**src/rtl/generic_width_unpacker.sv**
```systemverilog
// Wide-to-narrow unpacker: one WIDE_WIDTH word in, RATIO NARROW_WIDTH beats out; first beat the cycle after accept.
// Beats hold stable under sink backpressure; the next word is taken on the last beat's accept for zero-bubble streaming.
module generic_width_unpacker #(
  parameter int NARROW_WIDTH = 8,
  parameter int WIDE_WIDTH   = 16,
  parameter int ORDER        = 0
) (
  input  logic                              i_clk,
  input  logic                              i_rst_n,
  input  logic                              i_flush,
  input  logic                              i_wide_valid,
  output logic                              o_wide_ready,
  input  logic [WIDE_WIDTH-1:0]             i_wide_data,
  input  logic                              i_wide_last,
  output logic                              o_narrow_valid,
  input  logic                              i_narrow_ready,
  output logic [NARROW_WIDTH-1:0]           o_narrow_data,
  output logic                              o_narrow_last,
  output logic                              o_busy,
  output logic [$clog2(WIDE_WIDTH/NARROW_WIDTH)-1:0] o_beat_idx
);

  localparam int RATIO = WIDE_WIDTH / NARROW_WIDTH;
  localparam int IDX_W = $clog2(RATIO);
  localparam logic [IDX_W-1:0] LAST_IDX = IDX_W'(RATIO - 1);

  if ((NARROW_WIDTH < 1) || (WIDE_WIDTH % NARROW_WIDTH != 0) || (RATIO < 2)) begin : g_bad_params
    $error("generic_width_unpacker: WIDE_WIDTH must be a multiple >= 2 of NARROW_WIDTH");
  end

  typedef enum logic {IDLE, SHIFT} state_t;

  state_t                  state_q, state_d;
  logic [WIDE_WIDTH-1:0]   hold_q;
  logic                    last_q;
  logic [IDX_W-1:0]        cnt_q;
  logic [IDX_W-1:0]        sel_idx;
  logic                    wide_acc;
  logic                    narrow_acc;
  logic                    at_last;
  logic [NARROW_WIDTH-1:0] slices [RATIO];

  assign at_last    = (cnt_q == LAST_IDX);
  assign wide_acc   = i_wide_valid && o_wide_ready;
  assign narrow_acc = o_narrow_valid && i_narrow_ready;

  // State register
  always_ff @(posedge i_clk or negedge i_rst_n) begin
    if (!i_rst_n) begin
      state_q <= IDLE;
    end else begin
      state_q <= state_d;
    end
  end

  // Next-state logic; flush overrides everything
  always_comb begin
    state_d = state_q;
    if (i_flush) begin
      state_d = IDLE;
    end else begin
      case (state_q)
        IDLE:  if (wide_acc) state_d = SHIFT;
        SHIFT: if (narrow_acc && at_last) state_d = wide_acc ? SHIFT : IDLE;
        default: state_d = IDLE;
      endcase
    end
  end

  // Output logic; ready in SHIFT only combines the sink's ready on the final beat
  always_comb begin
    o_wide_ready   = 1'b0;
    o_narrow_valid = 1'b0;
    o_busy         = 1'b0;
    if (i_rst_n && !i_flush) begin
      o_wide_ready = (state_q == IDLE) || (i_narrow_ready && at_last);
    end
    if (state_q == SHIFT) begin
      o_narrow_valid = 1'b1;
      o_busy         = 1'b1;
    end
  end

  always_ff @(posedge i_clk or negedge i_rst_n) begin
    if (!i_rst_n) begin
      hold_q <= '0;
      last_q <= 1'b0;
      cnt_q  <= '0;
    end else if (i_flush) begin
      last_q <= 1'b0;
      cnt_q  <= '0;
    end else if (wide_acc) begin
      hold_q <= i_wide_data;
      last_q <= i_wide_last;
      cnt_q  <= '0;
    end else if (narrow_acc) begin
      cnt_q <= at_last ? '0 : cnt_q + IDX_W'(1);
    end
  end

  for (genvar k = 0; k < RATIO; k++) begin : g_slice
    assign slices[k] = hold_q[k*NARROW_WIDTH +: NARROW_WIDTH];
  end

  assign sel_idx       = (ORDER != 0) ? (LAST_IDX - cnt_q) : cnt_q;
  assign o_narrow_data = slices[sel_idx];
  assign o_narrow_last = o_narrow_valid && last_q && at_last;
  assign o_beat_idx    = cnt_q;

endmodule

```
**config.mk**
```make
export PLATFORM = sky130hd
export DESIGN_NAME = generic_width_unpacker
export DESIGN_NICKNAME = d
export VERILOG_FILES = /design/src/rtl/generic_width_unpacker.sv
export SDC_FILE = /design/constraint.sdc
export NUM_CORES = 1
export LEC_CHECK = 0
export ABC_AREA = 1
export BUFFER_PORTS_ARGS = -buffer_cell sky130_fd_sc_hd__buf_4
export CAP_MARGIN = 20
export CORE_MARGIN = 1
export CORE_UTILIZATION = 48
export CTS_BUF_LIST = sky130_fd_sc_hd__clkbuf_4 sky130_fd_sc_hd__clkbuf_8 sky130_fd_sc_hd__clkbuf_16
export CTS_CLUSTER_DIAMETER = 50
export DETAILED_ROUTE_END_ITERATION = 16
export GPL_ROUTABILITY_DRIVEN = 0
export GPL_TIMING_DRIVEN = 1
export PLACE_DENSITY = 0.81
export SETUP_SLACK_MARGIN = 0.5
export SLEW_MARGIN = 10
export SYNTH_ARGS = -nofsm -noshare
export SYNTH_HDL_FRONTEND = slang
export SYNTH_SLANG_ARGS = --single-unit
```
**constraint.sdc**
```tcl
create_clock -name i_clk -period 1.3 [get_ports i_clk]
set_input_delay 0.065 -clock i_clk [delete_from_list [all_inputs] [get_ports i_clk]]
set_output_delay 0.065 -clock i_clk [all_outputs]
set_load 0.005 [all_outputs]
```
==> out/results.ini, run 1 <==
[setup_path]
reg2reg_slack_ps=160
cp_max_fo=10
crit_type=flop to output port
timing.rr.end=hold_q[6]
startpoint_type=flop
r2r_cells=5
cp-end-kind=output port
worstPathArrival_ps=1170
required_ps=1240
r2r_start=state_q

[logic_synthesis]
ys_warn_count=0
ys_types=17
ys_seq_area_share_pct=47.7
synth_cells=116
syn-num-nets=138
syn_area_um2=997
synth_area_per_cell_um2=8.60
synth-seq-cells=19

[sta]
maxSlewHeadroom_pct=83.6
fin_crit_sh_pct=94.9
fmax_mhz=811
holdWs_ps=6.47
worst_slew_pin_slew_ps=247
finalSetupViolCount=0
skew_ps=5.41
finalHoldViolCount=0
fin_crit_ps=1230
totalNegativeSetupSlack_ps=0
rsz0062_at_grt=true
drv_slew=0

[hold_path]
hp-start=i_wide_data[2]
hold_class=primary input to flop
holdPathStages=3
holdPathEnd=hold_q[2]

[clock_network]
cts.path.max_buffers=2
cts_tree=yes
root_buffer=clkbuf_4
clk_pin_slew_ps=120
cts_sinks=19
htreeDepth=1
clkLatencyLatePin_ps=300
cts-buffers-inserted=3

[die]
die_w_um=47.6
die-area_mm2=0.00226
core_area_mm2=0.00196
initial_core_util_pct=50.8
core.rowCount=16
die_h_um=47.6
ios=35

[global_routing]
grt-ovfl-total=0
grt_max_degree=21
grt_pass1_wl_mm=3.22
grt_usage_pct=20.5
grt_antenna_before_repair=0
grt_pass1_vias=800

[drt]
avgRoutedWirePerCell_um=11.2
drc_errors=1
ant_nets=0
num_vias=920
totalWireLength_mm=2.19
first_iter_violations=20
drt_first_pass_iters=10
drt-vias-per-instance=4.72

[status]
status=finished, violations left
violations=design-rule violations

[pwr]
p_leak_nw=0.821
ir_drop_v=0.000691
power_density_mw_per_mm2=993
power.total_mw=1.48

[finish]
final_util_pct=76.1
fillCellCount=152
regArea_um2=477
multi_input_area_um2=428
drive_gt1_share_pct=46.4
antennaDiodeCount=0
nNetsFinal=191
syn2layout_area_growth_pct=49.7

[placed_design]
portBuffers=34
dp_hpwl_mm=1.45

[flow_run]
cap_violations=0

-- synth_stat cells, drive strengths merged --
cell type | n | area, um^2
nand2 | 48 | 190
nor2 | 3 | 21.3
and2 | 1 | 6.26
xor2 | 1 | 8.76
dfrtp | 19 | 475
nand3 | 2 | 27.5
buf | 5 | 46.3
o21ai | 16 | 140
nand4 | 1 | 6.26
inv | 20 | 75.1
-- metrics by stage --
stage                     cells  setup slack [ps]  instance area [um^2]
after floorplan             116               292                  1000
after global placement      177               151                  1290
after global routing        195              1.20                  1490
after CTS                   191              62.7                  1420
final                       195              66.8                  1490
after detailed placement    177              99.5                  1290
-- routing by layer --
metal  vias to the layer above  track usage [%]  wire (um)
li1                        453                -          -
met1                       427             22.6        837
met2                        36             40.5       1230
met3                         4             2.26        109
met4                         0             6.67         12
met5                         -                0          0
-- layout make-up --
cell class              count  share of cell area, %
flip-flops and latches     19                   31.9
repair buffers             52                   29.9
multi-input cells          73                   28.7
inverters                  20                   5.36
well taps                  27                   2.26
clock buffers               3                   1.51
clock inverters             1                  0.335
-- registers in the layout, summed over array words and instances (netlist names) --
signal      cells
o_beat_idx      1
state_q         1
last_q          1
hold_q         16
-- report_power, final --
| group | leakage [nW] | total, mW | switching, mW | internal, mW |
|---|---|---|---|---|
| registers | 0.239 | 0.741 | 0.0577 | 0.684 |
| logic | 0.564 | 0.437 | 0.194 | 0.242 |
| clock network | 0.0177 | 0.305 | 0.191 | 0.115 |
| total | 0.821 | 1.48 | 0.442 | 1.04 |
-- worst max-delay path, stage by stage, from the launching register on --
cell and delay, ps:
dfrtp_1 410, buf_6 150, inv_6 90, nand2_1 50
nand2_1 60, buf_4 100
-- kinds of logic after synthesis --
logic type | count (synthesis) | synth area share (%)
AO/OA/AOI/OAI | 16 | 14.1
buffers and inverters | 25 | 12.2
flip-flops | 19 | 47.7
XOR/XNOR | 1 | 0.878
AND/OR/NAND/NOR | 55 | 25.2
-- worst max-delay path by stage --
stage               startpoint          endpoint  slack (ps)  cells past startpoint
floorplan              state_q        hold_q[11]         290                      5
global placement       state_q        hold_q[15]         150                      5
detailed placement     state_q         hold_q[6]         100                      5
CTS                 o_beat_idx  o_narrow_data[1]          60                      5
global route        o_beat_idx  o_narrow_data[5]           1                      5
finish              o_beat_idx  o_narrow_data[1]          70                      5
-- timing repair --
item,4_1_cts,5_1_grt
pin swaps,1,2
setup endpoints to repair,32,32
hold endpoints to repair,23,2
hold buffers,5,2
buffers inserted,5,1
gates resized for setup,3,9
cloned,0,1
-- cell usage in the layout, fill, tap and decap left out, types with 2 or more instances in the layout --
master | Yosys | final
dlygate4sd3_1 | 0 | 7
nand2_2 | 4 | 4
o21ai_2 | 16 | 16
nand2_1 | 44 | 43
buf_4 | 1 | 37
nand3_4 | 1 | 2
clkbuf_4 | 0 | 3
dfrtp_1 | 19 | 18
buf_6 | 3 | 7
inv_1 | 19 | 19
No activity file was read; power rests on OpenSTA's default activity.
==> run 2: changes to the inputs <==
--- a/config.mk
+++ b/config.mk
@@ -5,11 +5,11 @@
 export SDC_FILE = /design/constraint.sdc
 export NUM_CORES = 1
 export LEC_CHECK = 0
-export ABC_AREA = 1
+export ABC_AREA = 0
 export BUFFER_PORTS_ARGS = -buffer_cell sky130_fd_sc_hd__buf_4
 export CAP_MARGIN = 20
 export CORE_MARGIN = 1
-export CORE_UTILIZATION = 48
+export CORE_UTILIZATION = 46
 export CTS_BUF_LIST = sky130_fd_sc_hd__clkbuf_4 sky130_fd_sc_hd__clkbuf_8 sky130_fd_sc_hd__clkbuf_16
 export CTS_CLUSTER_DIAMETER = 50
 export DETAILED_ROUTE_END_ITERATION = 16
==> run 2 against run 1 <==
Net effect: the run ends with negative hold slack, negative setup slack left; worst setup slack got worse by 170 ps; utilization increased by 10 points; clock skew decreased by 3.3 ps; total power increased by 8.1%; register-to-register slack got worse by 260 ps; via count decreased by 24%; clock-buffer cell count increased by 1; cell area increased by 1.0%; cell count decreased by 28%; die area decreased by 9.0%; critical path type unchanged; largest power group unchanged.
==> out/results.ini, run 2 <==
[setup_path]
worstPathArrival_ps=1340  ; was 1170 ps
crit_type=flop to output port  ; unchanged
cp_max_fo=6  ; was 10
worst_path_most_repeated_cell=buf_6  ; was nand2_1
cp-end-kind=output port  ; unchanged
required_ps=1240  ; about the same
crit_chain=buf_6, mux2_4, buf_6  ; was buf_6, inv_6, nand2_1, nand2_1, buf_4
cpMaxStageDelayCell=dfrtp_2  ; was dfrtp_1
max_stage_delay_ps=460  ; was 410 ps
startpoint_type=flop  ; unchanged

[finish]
syn2layout_area_growth_pct=74.1  ; was 49.7%
nNetsFinal=139  ; was 191
top_register=hold_q  ; unchanged
drive_gt1_share_pct=65.5  ; was 46.4%
layout_common_cells=buf_4 (29), dfrtp_1 (18), buf_6 (16)  ; was nand2_1 (43), buf_4 (37), inv_1 (19)
largest_reg_flops=16  ; unchanged
final_common_cell=buf_4  ; was nand2_1
final_util_pct=86.4  ; was 76.1%
antennaDiodeCount=0  ; unchanged

[die]
ios=35  ; unchanged
die-area_mm2=0.00206  ; was 0.00226 mm^2
core_area_mm2=0.00175  ; was 0.00196 mm^2
initial_core_util_pct=49.6  ; was 50.8%
core.rowCount=15  ; was 16
die_h_um=45.4  ; was 47.6 um
die_w_um=45.4  ; was 47.6 um

[logic_synthesis]
synth-seq-cells=19  ; unchanged
ys_top_cells_by_count=dfrtp_1 (19), mux2_2 (17), mux2_1 (8), nand2_1 (2)  ; was nand2_1 (44), dfrtp_1 (19), inv_1 (19), o21ai_2 (16), nand2_2 (4)
ys_seq_area_share_pct=54.9  ; was 47.7%
syn_area_um2=866  ; was 997 um^2
synth_top_area_share_pct=54.9  ; was 47.7%
yosys.cell_count.top_type=dfrtp_1  ; was nand2_1
synth_area_per_cell_um2=15.2  ; was 8.60 um^2
yosysTopAreaCell=dfrtp_1  ; unchanged
synthTopCellsByArea=dfrtp_1 (55%), mux2_2 (22%), mux2_1 (10%), a21boi_4 (2.2%), nor3_4 (1.9%)  ; was dfrtp_1 (48%), nand2_1 (17%), o21ai_2 (14%), inv_1 (7.2%), buf_6 (3.4%)
ys_types=15  ; was 17
syn-num-nets=79  ; was 138
synth_cells=57  ; was 116
synth-async-reset-ratio_pct=100  ; unchanged
synthFlopType=dfrtp_1  ; unchanged
ys_warn_count=0  ; unchanged
synth_edf_count=0  ; unchanged

[status]
status=finished, violations left  ; unchanged
violations=negative hold slack, negative setup slack  ; was design-rule violations

[clock_network]
clk_pin_slew_ps=100  ; was 120 ps
root_buffer=clkbuf_4  ; unchanged
htreeDepth=1  ; unchanged
clkLatencyLatePin_ps=300  ; about the same
cts.path.max_buffers=2  ; unchanged
cts_sinks=19  ; unchanged
cts-buffers-inserted=3  ; unchanged
cts_tree=yes  ; unchanged

[sta]
worst_slew_pin_slew_ps=247  ; about the same
finalSetupViolCount=28  ; was 0
finalHoldViolCount=25  ; was 0
fin_crit_ps=1410  ; was 1230 ps
maxSlewHeadroom_pct=83.5  ; was 83.6%
skew_ps=2.07  ; was 5.41 ps
setup_slack_ps=-107  ; was 66.8 ps
fin_crit_sh_pct=108  ; was 94.9%
drv_slew=0  ; unchanged
rsz0062_at_grt=true  ; unchanged
holdWs_ps=-285  ; was 6.47 ps
fmax_mhz=711  ; was 811 MHz

[pwr]
switching_share_pct=24.1  ; was 29.8%
p_leak_nw=0.716  ; was 0.821 nW
p_int_mw=1.22  ; was 1.04 mW
switching_power_uw=387  ; was 442 uW
power_density_mw_per_mm2=1060  ; was 993 mW/mm^2
seqPwrFrac_pct=47.4  ; was 50.0%
ir_drop_v=0.000900  ; was 0.000691 V
p_comb_share_pct=32.6  ; was 29.4%
pwr-share-clk_pct=20.0  ; was 20.6%

[global_routing]
grt-ovfl-total=0  ; unchanged
grt_pass1_wl_mm=2.97  ; was 3.22 mm
grt_use_met1_pct=26.6  ; was 22.6%
top_usage_layer=met2  ; unchanged
grt_pass1_vias=693  ; was 800
gr-usage-met3_pct=2.38  ; was 2.26%
grtUsageMet2_pct=34.3  ; was 40.5%
grt_usage_pct=21.2  ; was 20.5%
grt_max_degree=21  ; unchanged
grt_antenna_before_repair=0  ; unchanged

[drt]
first_iter_violations=3  ; was 20
drc_errors=0  ; was 1
num_vias=695  ; was 920
ant_nets=0  ; unchanged
totalWireLength_mm=2.02  ; was 2.19 mm
drt_first_pass_iters=2  ; was 10
drt-vias-per-instance=4.93  ; was 4.72
avgRoutedWirePerCell_um=14.3  ; was 11.2 um

[placed_design]
portBuffers=34  ; unchanged
post-place-ws_ps=-73.6  ; was 99.5 ps

[hold_path]
hold_class=primary input to async pin  ; was primary input to flop

[flow_run]
cap_violations=0  ; unchanged

[run 2: cell count changes in the layout (fill, tap and decap cells not counted), sizes merged, moves of 3 or more]
cell / before / now
nand2: 48 / 2
nor2: 3 / 0
mux2: 0 / 25
o21ai: 16 / 0
inv: 20 / 0
nand3: 3 / 0
dlygate4sd3: 7 / 12
[run 2: final timing paths]
| check | from | to | slack, ps | cells past startpoint |
|---|---|---|---|---|
| min in group i_clk | i_wide_data[9] | hold_q[9] | -20 | 2 |
| min reg2reg | hold_q[12] | hold_q[12] | 500 | 1 |
| max in group asynchronous | i_rst_n | o_beat_idx | 1370 | 2 |
| max reg2reg | state_q | hold_q[4] | -100 | 4 |
| min | i_rst_n | state_q | -290 | 2 |
| max | o_beat_idx | o_narrow_data[7] | -110 | 3 |
[run 2: area by class of cell]
class                           instances  area (um^2)
Tap cell                               25         31.3
Sequential cell                        19          477
Multi-Input combinational cell         35          432
Fill cell                              94          238
Timing Repair Buffer                   58          538
Clock buffer                            4         30.0
[run 2: cells by family after synthesis]
| family | Yosys count | synth area share, % |
|---|---|---|
| AO/OA/AOI/OAI | 2 | 3.32 |
| XOR/XNOR | 1 | 1.01 |
| buffers and inverters | 3 | 2.60 |
| flip-flops | 19 | 54.9 |
| multiplexers | 25 | 32.5 |
| AND/OR/NAND/NOR | 7 | 5.64 |
[run 2: metal layers]
metal,wire length (um),up-vias,share of wire [%]
met2,1050,24,52
met5,0,-,0
met1,863,345,43
met4,53,0,2.6
li1,-,322,-
met3,54,4,2.7
[run 2: stage by stage]
step | setup TNS (ps) | hold WS (ps) | cell area [um^2] | instances | total power [mW]
after floorplan | -3080 | -231 | 867 | 57 | 0.927
after global placement | -433 | 50.3 | 1180 | 118 | 1.11
after detailed placement | -958 | 50.4 | 1180 | 118 | 1.13
after CTS | -1860 | -271 | 1410 | 132 | 1.57
after global routing | -3500 | -276 | 1510 | 141 | 1.69
final | -2360 | -285 | 1510 | 141 | 1.60
[run 2: power by group through the flow]
stage | Clock (mW) | Sequential, mW | Combinational, mW
after floorplan | 0 | 0.745 | 0.183
after global placement | 0 | 0.755 | 0.356
after detailed placement | 0 | 0.763 | 0.365
after CTS | 0.319 | 0.757 | 0.489
after global routing | 0.353 | 0.775 | 0.558
final | 0.321 | 0.760 | 0.522
[run 2: worst max-delay path: cells and delay by family, from the launching register on]
kind	cells	cell delay [ps]
mux	1	300
flops	1	460
buf+inv	2	280
[run 2: what timing repair did]
item,in CTS,in global routing
setup endpoints to repair,32,32
resized for setup,31,3
endpoints found under the hold margin,32,32
setup buffers,4,2
pin swaps,1,0
gates cloned,1,0
hold buffers,5,7
==> run 3: changes to the inputs <==
--- a/config.mk
+++ b/config.mk
@@ -16,7 +16,6 @@
 export GPL_ROUTABILITY_DRIVEN = 0
 export GPL_TIMING_DRIVEN = 1
 export PLACE_DENSITY = 0.81
-export SETUP_SLACK_MARGIN = 0.5
 export SLEW_MARGIN = 10
 export SYNTH_ARGS = -nofsm -noshare
 export SYNTH_HDL_FRONTEND = slang
==> run 3 against run 2 <==
Net effect: the run ends with negative setup slack left; combinational power up 18%; largest power group unchanged; total power up 7.7%; sequential share of layout area down 2.1 points; global-route usage up 2.7 points; hold slack better by 360 ps; cell area up 7.2%; critical path type is now flop to flop; first-iteration DRC count rose to 3.7 times the previous value.
==> out/results.ini, run 3 (synthesized netlist as in run 2, its figures left out) <==
[setup_path]
r2r_start=state_q  ; unchanged
max_stage_delay_ps=410  ; was 460 ps
cp_max_fo=5  ; was 6
cp-startpoint=state_q  ; was o_beat_idx
crit_type=flop to flop  ; was flop to output port
startpoint_type=flop  ; unchanged
crit_buf_inv=2  ; unchanged
worstPathArrival_ps=1700  ; was 1340 ps
crit_chain=a21boi_4, nor3_4, buf_6, buf_8, mux2_4  ; was buf_6, mux2_4, buf_6
cpMaxStageDelayCell=dfrtp_1  ; was dfrtp_2
reg2reg_slack_ps=-200  ; was -100 ps
cp_top_family=flip-flops  ; unchanged
r2r_cells=5  ; was 4
timing.rr.end=hold_q[9]  ; was hold_q[4]
required_ps=1500  ; was 1240 ps
cp-end-kind=flop  ; was output port

[drt]
ant_nets=0  ; unchanged
drt_first_pass_iters=4  ; was 2
drt-vias-per-instance=5.07  ; was 4.93
first_iter_violations=11  ; was 3
num_vias=756  ; was 695
avgRoutedWirePerCell_um=20.6  ; was 14.3 um
drc_errors=0  ; unchanged
totalWireLength_mm=3.07  ; was 2.02 mm

[finish]
fillCellCount=53  ; was 94
nNetsFinal=147  ; was 139
drive_gt1_share_pct=66.1  ; was 65.5%
top_register=hold_q  ; unchanged
final_common_cell=buf_4  ; unchanged
syn2layout_area_growth_pct=86.7  ; was 74.1%
antennaDiodeCount=0  ; unchanged
layout_common_cells=buf_4 (30), mux2_4 (24), dlygate4sd3_1 (19)  ; was buf_4 (29), dfrtp_1 (18), buf_6 (16)
largest_reg_flops=16  ; unchanged

[global_routing]
grt_pass1_wl_mm=3.39  ; was 2.97 mm
grt_max_degree=20  ; was 21
grt_pass1_vias=743  ; was 693
grt_usage_pct=23.9  ; was 21.2%
grt-ovfl-total=0  ; unchanged
grt_antenna_before_repair=0  ; unchanged

[pwr]
p_leak_nw=0.780  ; was 0.716 nW
ir_drop_v=0.000873  ; was 0.000900 V
power_density_mw_per_mm2=1070  ; was 1060 mW/mm^2
power.total_mw=1.73  ; was 1.60 mW

[clock_network]
cts_tree=yes  ; unchanged
htreeDepth=1  ; unchanged
root_buffer=clkbuf_4  ; unchanged
cts_sinks=19  ; unchanged
cts-buffers-inserted=3  ; unchanged
clk_pin_slew_ps=110  ; was 100 ps
clkLatencyLatePin_ps=300  ; about the same
cts.path.max_buffers=2  ; unchanged

[die]
initial_core_util_pct=49.6  ; unchanged
die_h_um=45.4  ; unchanged
die-area_mm2=0.00206  ; unchanged
ios=35  ; unchanged
die_w_um=45.4  ; unchanged
core_area_mm2=0.00175  ; unchanged
core.rowCount=15  ; unchanged

[hold_path]
holdPathStages=2
holdPathEnd=state_q
hold_class=primary input to flop  ; was primary input to async pin
hp-start=i_flush

[sta]
maxSlewHeadroom_pct=40.4  ; was 83.5%
drv_slew=0  ; unchanged
rsz0062_at_grt=true  ; unchanged
holdWs_ps=75.1  ; was -285 ps
finalHoldViolCount=0  ; was 25
fin_crit_ps=1500  ; was 1410 ps
finalSetupViolCount=27  ; was 28
fin_crit_sh_pct=116  ; was 108%
setup_slack_ps=-202  ; was -107 ps
worst_slew_pin_slew_ps=892  ; was 247 ps
fmax_mhz=666  ; was 711 MHz
skew_ps=3.56  ; was 2.07 ps

[status]
status=finished, violations left  ; unchanged
violations=negative setup slack  ; was negative hold slack, negative setup slack

[flow_run]
cap_violations=0  ; unchanged

[placed_design]
dp_hpwl_mm=1.19
portBuffers=34  ; unchanged

## run 3: changes by cell type in the layout (fill, tap and decap cells not counted)
cell           before  now
buf_12              1    0
buf_4              29   30
buf_8               0    1
dlygate4sd3_1      12   19
mux2_1              6    0
mux2_2              6    1
mux2_4             13   24
nor3_1              0    1
nor3_2              1    0
## run 3: power by group
part,switching (mW),total [mW],internal [mW]
logic,0.182,0.618,0.436
registers,0.0749,0.775,0.700
clock network,0.193,0.334,0.141
total,0.450,1.73,1.28
## run 3: routing by layer
| metal | vias up | GRT usage (%) | routed length (um) |
|---|---|---|---|
| li1 | 334 | - | - |
| met1 | 378 | 29.0 | 1210 |
| met2 | 36 | 43.1 | 1600 |
| met3 | 8 | 3.57 | 151 |
| met4 | 0 | 7.27 | 106 |
| met5 | - | 0 | 0 |
## run 3: area by class of cell
| cell class | instances | area (um^2) | share of cell area (%) |
|---|---|---|---|
| Sequential cell | 19 | 477 | 29.5 |
| Multi-Input combinational cell | 35 | 468 | 28.9 |
| Timing Repair Buffer | 66 | 611 | 37.8 |
| Tap cell | 25 | 31.3 | 1.93 |
| Clock buffer | 4 | 30.0 | 1.86 |
## run 3: repair_timing
action | 4_1_cts | 5_1_grt
cloned | 1 | 1
pin swaps | 0 | 2
endpoints found under the hold margin | 35 | 2
hold buffers | 17 | 2
gates resized for setup | 24 | 24
endpoints found under the setup margin | 25 | 27
buffers inserted | 3 | 3
## run 3: metrics by stage
stage	cells	setup WS [ps]	TNS, ps	utilization (%)	area [um^2]
2_1_floorplan	57	-253	-3080	-	866
3_3_place_gp	119	-57.2	-806	67.3	1170
3_5_place_dp	119	-101	-1360	67.3	1170
4_1_cts	144	-144	-2570	85.5	1490
5_1_grt	149	-232	-4510	92.6	1620
6_report	149	-202	-3750	92.6	1620
## run 3: how the worst max path moves through the flow
stage / to / slack [ps] / cells past startpoint
2_1_floorplan: hold_q[10] / -250 / 4
3_3_place_gp: hold_q[6] / -60 / 4
3_5_place_dp: hold_q[4] / -100 / 4
4_1_cts: o_narrow_data[4] / -140 / 3
5_1_grt: hold_q[9] / -230 / 5
6_report: hold_q[9] / -200 / 5
